## config.mk

```make
export PLATFORM = sky130hd
export DESIGN_NAME = ram_2r1w_clr_flat
export DESIGN_NICKNAME = d
export VERILOG_FILES = /design/src/rtl/ram_2r1w_clr_pkg.sv /design/src/rtl/ram_2r1w_clr_if.sv /design/src/rtl/ram_2r1w_clr_row.sv /design/src/rtl/ram_2r1w_clr.sv /design/src/flat_wrapper.sv
export SDC_FILE = /design/constraint.sdc
export NUM_CORES = 1
export LEC_CHECK = 0
export ABC_AREA = 1
export BUFFER_PORTS_ARGS = -buffer_cell sky130_fd_sc_hd__buf_4
export CORE_MARGIN = 2
export CORE_UTILIZATION = 43
export DETAILED_ROUTE_END_ITERATION = 10
export PLACE_DENSITY_LB_ADDON = 0.05
export SLEW_MARGIN = 25
export SYNTH_ARGS = -nofsm -noshare
export SYNTH_HDL_FRONTEND = slang
export SYNTH_HIERARCHICAL = 1
export SYNTH_SLANG_ARGS = --single-unit
```

## constraint.sdc

```tcl
create_clock -name clk -period 1.6 [get_ports clk]
set_input_delay 0.08 -clock clk [delete_from_list [all_inputs] [get_ports clk]]
set_output_delay 0.08 -clock clk [all_outputs]
set_load 0.01 [all_outputs]
```

## src/rtl/ram_2r1w_clr_pkg.sv

```systemverilog
// Shared definitions for the 2-read/1-write register RAM with hardware clear.
package ram_pkg;

   typedef enum logic [1:0] {
      ST_IDLE  = 2'd0,
      ST_CLEAR = 2'd1,
      ST_DONE  = 2'd2
   } clr_state_e;

   function automatic int depth_of(input int addr_w);
      return 1 << addr_w;
   endfunction

endpackage

```

## src/rtl/ram_2r1w_clr_if.sv

```systemverilog
// Write, read, debug and clear signals of the 2R1W RAM.
interface ram_2r1w_clr_if #(
   parameter int DATA_W = 11,
   parameter int ADDR_W = 3
);
   logic              wr_en;
   logic [ADDR_W-1:0] wr_addr;
   logic [DATA_W-1:0] wr_data;
   logic [ADDR_W-1:0] rd_addr_1;
   logic [ADDR_W-1:0] rd_addr_2;
   logic [DATA_W-1:0] rd_data_1;
   logic [DATA_W-1:0] rd_data_2;
   logic [ADDR_W-1:0] dbg_addr;
   logic [DATA_W-1:0] dbg_data;
   logic              clr_req;
   logic              clr_busy;
   logic              clr_done;
   logic              wr_err;

   modport master (
      output wr_en, wr_addr, wr_data, rd_addr_1, rd_addr_2, dbg_addr, clr_req,
      input  rd_data_1, rd_data_2, dbg_data, clr_busy, clr_done, wr_err
   );

   modport slave (
      input  wr_en, wr_addr, wr_data, rd_addr_1, rd_addr_2, dbg_addr, clr_req,
      output rd_data_1, rd_data_2, dbg_data, clr_busy, clr_done, wr_err
   );
endinterface

```

## src/rtl/ram_2r1w_clr_row.sv

```systemverilog
// One storage row: DATA_W register with write select and synchronous clear.
module ram_row #(
   parameter int DATA_W = 11
) (
   input  logic              clk,
   input  logic              reset,
   input  logic              we,
   input  logic              clr,
   input  logic [DATA_W-1:0] d,
   output logic [DATA_W-1:0] q
);

   // clr and we are mutually exclusive by construction; clr wins regardless.
   always_ff @(posedge clk or negedge reset) begin
      if (!reset)   q <= '0;
      else if (clr) q <= '0;
      else if (we)  q <= d;
   end

endmodule

```

## src/rtl/ram_2r1w_clr.sv

```systemverilog
// Two-read / one-write register RAM with a sequential row-by-row hardware clear
// and a debug read port; read ports are combinational or registered (write-first).
module ram_2r1w_clr
   import ram_pkg::*;
#(
   parameter int DATA_W = 11,
   parameter int ADDR_W = 3,
   parameter int RD_REG = 0
) (
   input  logic          clk,
   input  logic          reset,
   ram_2r1w_clr_if.slave bus
);

   localparam int DEPTH = depth_of(ADDR_W);
   localparam int CNT_W = ADDR_W + 1;

   clr_state_e                   state_q, state_d;
   logic [CNT_W-1:0]             cnt_q, cnt_d;
   logic                         busy, done, err;
   logic                         wr_acc, clr_act;
   logic [DEPTH-1:0]             wr_sel, clr_sel;
   logic [DEPTH-1:0][DATA_W-1:0] row_q;
   logic [DATA_W-1:0]            rd_arr_1, rd_arr_2;

   // Writes are only taken in IDLE; anything else is rejected and flagged.
   assign wr_acc  = bus.wr_en && (state_q == ST_IDLE);
   assign clr_act = (state_q == ST_CLEAR);
   assign wr_sel  = wr_acc  ? (DEPTH'(1) << bus.wr_addr)           : '0;
   assign clr_sel = clr_act ? (DEPTH'(1) << cnt_q[ADDR_W-1:0])      : '0;

   always_ff @(posedge clk or negedge reset) begin
      if (!reset) begin
         state_q <= ST_IDLE;
         cnt_q   <= '0;
      end else begin
         state_q <= state_d;
         cnt_q   <= cnt_d;
      end
   end

   always_comb begin
      state_d = state_q;
      cnt_d   = cnt_q;
      busy    = 1'b0;
      done    = 1'b0;
      err     = 1'b0;
      case (state_q)
         ST_IDLE: begin
            if (bus.clr_req) begin
               state_d = ST_CLEAR;
               cnt_d   = '0;
            end
         end
         ST_CLEAR: begin
            busy  = 1'b1;
            err   = bus.wr_en;
            cnt_d = cnt_q + 1'b1;
            if (cnt_q == CNT_W'(DEPTH - 1)) state_d = ST_DONE;
         end
         ST_DONE: begin
            busy    = 1'b1;
            done    = 1'b1;
            err     = bus.wr_en;
            state_d = ST_IDLE;
         end
         default: state_d = ST_IDLE;
      endcase
   end

   assign bus.clr_busy = busy;
   assign bus.clr_done = done;
   assign bus.wr_err   = err;

   for (genvar i = 0; i < DEPTH; i++) begin : g_row
      ram_row #(.DATA_W(DATA_W)) u_row (
         .clk   (clk),
         .reset (reset),
         .we    (wr_sel[i]),
         .clr   (clr_sel[i]),
         .d     (bus.wr_data),
         .q     (row_q[i])
      );
   end

   assign rd_arr_1     = row_q[bus.rd_addr_1];
   assign rd_arr_2     = row_q[bus.rd_addr_2];
   assign bus.dbg_data = row_q[bus.dbg_addr];

   if (RD_REG != 0) begin : g_rd_reg
      logic [DATA_W-1:0] rd_q_1, rd_q_2;

      // Write-first: an accepted write to the addressed row is forwarded.
      always_ff @(posedge clk or negedge reset) begin
         if (!reset) begin
            rd_q_1 <= '0;
            rd_q_2 <= '0;
         end else begin
            rd_q_1 <= (wr_acc && (bus.wr_addr == bus.rd_addr_1)) ? bus.wr_data : rd_arr_1;
            rd_q_2 <= (wr_acc && (bus.wr_addr == bus.rd_addr_2)) ? bus.wr_data : rd_arr_2;
         end
      end

      assign bus.rd_data_1 = rd_q_1;
      assign bus.rd_data_2 = rd_q_2;
   end else begin : g_rd_comb
      assign bus.rd_data_1 = rd_arr_1;
      assign bus.rd_data_2 = rd_arr_2;
   end

endmodule

```

## src/flat_wrapper.sv

```systemverilog
// flat-port wrapper written by rule: the top's interface ports become plain ports
module ram_2r1w_clr_flat import ram_pkg::*;
#(
   parameter int DATA_W = 11,
   parameter int ADDR_W = 3,
   parameter int RD_REG = 0
)
  (clk, reset, bus_wr_en, bus_wr_addr, bus_wr_data, bus_rd_addr_1, bus_rd_addr_2, bus_dbg_addr, bus_clr_req, bus_rd_data_1, bus_rd_data_2, bus_dbg_data, bus_clr_busy, bus_clr_done, bus_wr_err);
  ram_2r1w_clr_if #(.DATA_W(DATA_W), .ADDR_W(ADDR_W)) bus_i ();
  input  logic clk;
  input  logic reset;
  input wire logic [$bits(bus_i.wr_en)-1:0] bus_wr_en;
  input wire logic [$bits(bus_i.wr_addr)-1:0] bus_wr_addr;
  input wire logic [$bits(bus_i.wr_data)-1:0] bus_wr_data;
  input wire logic [$bits(bus_i.rd_addr_1)-1:0] bus_rd_addr_1;
  input wire logic [$bits(bus_i.rd_addr_2)-1:0] bus_rd_addr_2;
  input wire logic [$bits(bus_i.dbg_addr)-1:0] bus_dbg_addr;
  input wire logic [$bits(bus_i.clr_req)-1:0] bus_clr_req;
  output wire logic [$bits(bus_i.rd_data_1)-1:0] bus_rd_data_1;
  output wire logic [$bits(bus_i.rd_data_2)-1:0] bus_rd_data_2;
  output wire logic [$bits(bus_i.dbg_data)-1:0] bus_dbg_data;
  output wire logic [$bits(bus_i.clr_busy)-1:0] bus_clr_busy;
  output wire logic [$bits(bus_i.clr_done)-1:0] bus_clr_done;
  output wire logic [$bits(bus_i.wr_err)-1:0] bus_wr_err;
  assign bus_i.wr_en = bus_wr_en;
  assign bus_i.wr_addr = bus_wr_addr;
  assign bus_i.wr_data = bus_wr_data;
  assign bus_i.rd_addr_1 = bus_rd_addr_1;
  assign bus_i.rd_addr_2 = bus_rd_addr_2;
  assign bus_i.dbg_addr = bus_dbg_addr;
  assign bus_i.clr_req = bus_clr_req;
  assign bus_rd_data_1 = bus_i.rd_data_1;
  assign bus_rd_data_2 = bus_i.rd_data_2;
  assign bus_dbg_data = bus_i.dbg_data;
  assign bus_clr_busy = bus_i.clr_busy;
  assign bus_clr_done = bus_i.clr_done;
  assign bus_wr_err = bus_i.wr_err;
  ram_2r1w_clr #(.DATA_W(DATA_W), .ADDR_W(ADDR_W), .RD_REG(RD_REG)) u_core (.clk(clk), .reset(reset), .bus(bus_i));
endmodule
```

Word level (Yosys, flattened, before mapping)
Cells that the tools add are included.
- $add $sub $neg: 1
- $lt $le $gt $ge: 3
- equal/unequal tests: 5
- shift-type cells: 2
- muxes and demuxes: 32
- reduce and logical (&&, ||, !) cells: 14
- operator list (operator ; count):
    $mux 11 ; 19
    $bmux 11 s3 ; 3
    $reduce_bool 2->1 ; 9
    $mux 8 ; 2
    $shl 1x3->8 const A ; 2
    $lt 3x4->1 const B ; 3
    $pmux 4 s2 ; 1
    $add 4x1->4 const B ; 1
    $eq 4x3->1 const B ; 1
    $mux 2 ; 2
    $mux 4 ; 1
    $ne 2x2->1 const B ; 2
    $pmux 2 s2 ; 1
    $reduce_and 2->1 ; 2
    $mux 1 ; 3
    $eq 2x1->1 const B ; 1
    $eq 2x2->1 const B ; 1
    $logic_not 2->1 ; 1
    $reduce_or 2->1 ; 1
    $logic_and 1x1->1 ; 1
- bits in registers: 94
- bits of input ports: 27
- output and inout bits: 36
- word-level logic and storage cells: 67

Logic depth before layout (Yosys ltp)
- depth after elaboration: 5
- mapped depth: 8
- gate-level depth less buffers: 7

Modules after synthesis
Netlist, hierarchy kept.
- modules (own cells, without submodules) (module ; instances ; cells each ; area an instance (µm²)):
    ram_row ; 8 ; 49 ; 449.2
    ram_2r1w_clr ; 1 ; 784 ; 3513.4

Least setup slack after synthesis
OpenSTA, ideal clock, no wires.
- path type: reg2reg
- from: register u_core.state_q[1]
- to: register u_core.g_row[7].u_row.q[9]
- setup time: 0.116 ns
- arrival: 1.286 ns
- data required time: 1.484 ns
- slack: 0.197 ns
- cell stages (with the launch flop): 9
- period minus slack after synthesis: 1.403 ns
- path through: dfrtp_1 inv_1 ha_1 nand2_1 nor2_1 inv_1 buf_4 nand3_1 nand2_1
- elaborated cells between the ends (all ways): 7
- classes of those cells: 1 x eq/ne; 3 x mux; 3 x reduce/logical
- RTL lines (element ; RTL line ; source):
    from (decl) ; ram_2r1w_clr.sv:18 ; clr_state_e state_q, state_d;
    from (signal assigned) ; ram_2r1w_clr.sv:37 ; state_q <= state_d;
    $eq 2x1->1 (*) ; ram_2r1w_clr.sv:28 ; assign clr_act = (state_q == ST_CLEAR);
    $mux 8 (*) ; ram_2r1w_clr.sv:30 ; assign clr_sel = clr_act ? (DEPTH'(1) << cnt_q[ADDR_W-1:0]) : '0;
    named net u_core.clr_sel[7] ; ram_2r1w_clr.sv:22 ; logic [DEPTH-1:0] wr_sel, clr_sel;
    $mux 11 / $reduce_bool 2->1 (equally long branches) ; - ;
    to (signal assigned) ; ram_2r1w_clr_row.sv:15 ; if (!reset) q <= '0;
    to (signal assigned) ; ram_2r1w_clr_row.sv:16 ; else if (clr) q <= '0;
    to (signal assigned) ; ram_2r1w_clr_row.sv:17 ; else if (we) q <= d;
    to (decl) ; ram_2r1w_clr_row.sv:10 ; output logic [DATA_W-1:0] q
The timed path passes the listed nets; every way through them passes the cells marked *.
A chain may end at the register's enable or synchronous reset.

Final worst setup path
- from: register u_core.state_q[0]
- to: register u_core.g_row[2].u_row.q[2]
- longest elaborated chain between the ends: 4
- elaborated cells between the ends (all ways): 7
- classes of those cells: 1 x eq/ne; 3 x mux; 3 x reduce/logical
- ends and longest elaborated chain (element ; RTL line ; source):
    $logic_not 2->1 ; ram_2r1w_clr.sv:27 ; assign wr_acc = bus.wr_en && (state_q == ST_IDLE);
    $logic_and 1x1->1 ; ram_2r1w_clr.sv:27 ;
    $mux 8 ; ram_2r1w_clr.sv:29 ; assign wr_sel = wr_acc ? (DEPTH'(1) << bus.wr_addr) : '0;
    named net u_core.wr_sel[2] ; ram_2r1w_clr.sv:22 ;
    $reduce_bool 2->1 (no source line) ; - ;
    to (signal assigned) ; ram_2r1w_clr_row.sv:15 ;
    to (signal assigned) ; ram_2r1w_clr_row.sv:16 ;
    to (signal assigned) ; ram_2r1w_clr_row.sv:17 ;
    to (decl) ; ram_2r1w_clr_row.sv:10 ;
The timed path passes the listed nets, and every way through them passes these cells.

==> flow_summary.toml <==
[outcome]
status = "complete, no violations"

[worst_setup_path]
arrival_ns = 1.85
worstSetupPathType = "reg2reg"
setup.worst_path.start_class = "flop"
cp.required_ns = 1.90
cp_max_fo = 6
setup.worst_path.end_class = "flop"

[flow_run]
maxCapViolCount = 0

[clock_network]
clk_pin_slew_ns = 0.07
clock_path_buffers = 2
cts.sink_count = 94
insertion_delay_ns = 0.36
cts_root_buffer = "clkbuf_16"
cts_made_buffers = 9
h-tree-depth = 3
cts_tree = "done"

[route]
ant_nets = 0
first_pass_iters = 6
viasPerCell = 5.18
drcViolationCount = 0
routedWlPerCell_um = 18.2
drt-total-wl_mm = 26.5
drt_iter0_markers = 614
vias = 7538

[timing]
hold-worst-slack_ns = 0.0297
finalSetupViolCount = 0
postLayoutSetupSlackWorst_ns = 0.0471
final-hold-violation-count = 0
tightest_slew_ns = 0.425
post-route-min-period_ns = 1.55
slew_viol_final = 0
min_period_over_period = 0.971
skew_ns = 0.00860
rsz0062_at_grt = "true"
final.setup.tns_ns = 0
slew_headroom = 0.716
max_freq_mhz = 644

[layout]
nets = 1265
drive_gt1_frac = 0.144
finalNonFillerCells = 1454
n_fill_cell = 1813
diodes = 0
final_cell_mix = "623 x nand2_1, 217 x nand3_1, 102 x inv_1"
area.growth.synth_to_final_pct = 17.4
final_common_cell = "nand2_1"
seq_area_um2 = 2350
multi_input_area_um2 = 3950

[pwr]
ir_drop_uv = 857
power.density_nw_per_um2 = 1510
total_power_uw = 12600
p_leak_uw = 0.00492

[place]
post-place-ws_ns = -0.128
port_buffers = 62
dp_hpwl_mm = 18.4
dp_cells = 1429
gp_congestion = 0.829

[min_path]
worstHoldPathType = "in2reg"

[logic_synthesis]
synth_cells = 1176
yosys.cell_types.count = 17
yosysSeqAreaShare = 0.331
syn_area_um2 = 7110
yosys_register_bits = 94
synthesis.nets = 1212
post_synth.cell_area_avg_um2 = 6.04
ys_warn_count = 6

[floorplanning]
initial_core_util = 0.435
ios = 63
die_y_um = 133
std_cell_rows = 47
dieArea_um2 = 17600
core_area_um2 = 16300
die_w_um = 133

[global_route]
grt_max_degree = 45
antenna_found_initial = 0
overflow = 0
grt_usage = 0.301
grt_pass1_wl_mm = 40.5
grt_pass1_vias = 7042
flip-flops by register name (all words and copies together) (netlist names):
signal / cells
u_core/g_row.u_row/q: 88
u_core/state_q: 2
u_core/cnt_q: 4
synth_stat cells:
cell type    n  area, µm²
inv_4        3       18.8
nand2_1    625       2350
nand4_1      2       12.5
buf_2       19       95.1
nor2_1      16       60.1
nor2_2       8       50.1
inv_2        1       3.75
buf_6       23        259
ha_1         9        113
clkbuf_1     3       11.3
inv_1      117        439
a22oi_1      1       7.51
dfrtp_1     94       2350
o21ai_0      4       20.0
nand3_1    226       1130
buf_4       24        180
nand3b_1     1       7.51
worst paths after layout:
kind	end	slack, ns	start	cells past startpoint
hold / removal	u_core/cnt_q[3]	0.03	bus_clr_req	4
min in group asynchronous	u_core/g_row[3].u_row/q[0]	0.18	reset	2
max in group asynchronous	u_core/g_row[4].u_row/q[3]	0.84	reset	3
hold reg to reg	u_core/g_row[6].u_row/q[5]	0.47	u_core/g_row[6].u_row/q[5]	2
setup reg to reg	u_core/g_row[2].u_row/q[2]	0.05	u_core/state_q[0]	8
setup / recovery	u_core/g_row[2].u_row/q[2]	0.05	u_core/state_q[0]	8
stage by stage:
stage               instance area (µm²)   util
floorplan                          7110      -
global placement                   7710  0.472
detailed placement                 7710  0.472
CTS                                8140  0.498
global route                       8350  0.511
finish                             8350  0.511
timing repair:
action,in CTS,in global routing
gates cloned,0,5
setup buffers,1,2
pin swaps,1,9
gates resized for setup,17,52
endpoints found under the setup margin,83,92
hold buffers,1,0
endpoints found under the hold margin,51,0
kinds of logic after synthesis:
group	share of synthesized area
buffers and inverters	0.142
AOI/OAI and AO/OA	0.00387
DFF	0.331
and+or+nand+nor	0.508
adders and majority gates	0.0158
metal layers:
layer	up-vias	wire, µm	global-route usage
li1	3705	-	-
met1	3508	12000	0.445
met2	299	11900	0.463
met3	26	2150	0.0326
met4	0	442	0.0908
met5	-	0	0
worst max-delay path, cell delays in order (launching register included):
cell and delay [ns]:
dfrtp_2 0.45, inv_2 0.10, ha_4 0.16, nand3b_1 0.09, buf_6 0.15, nor2_4 0.20
buf_6 0.17, nand3_1 0.08, nand2_1 0.08
where the power goes:
group	total, µW	switching [µW]	internal [µW]
Sequential	4230	820	3410
Combinational	5880	3790	2090
Clock	2490	985	1500
area by class of cell:
class                      count  share of cell area
multi-input combinational    894               0.473
sequential                    94               0.282
timing repair buffer         107               0.113
inverter                     121              0.0562
tap                          220              0.0330
clock buffer                  12              0.0319
clock inverter                 4             0.00929
timing repair inverter         2             0.00180
No activity file was read; power rests on OpenSTA's default activity.
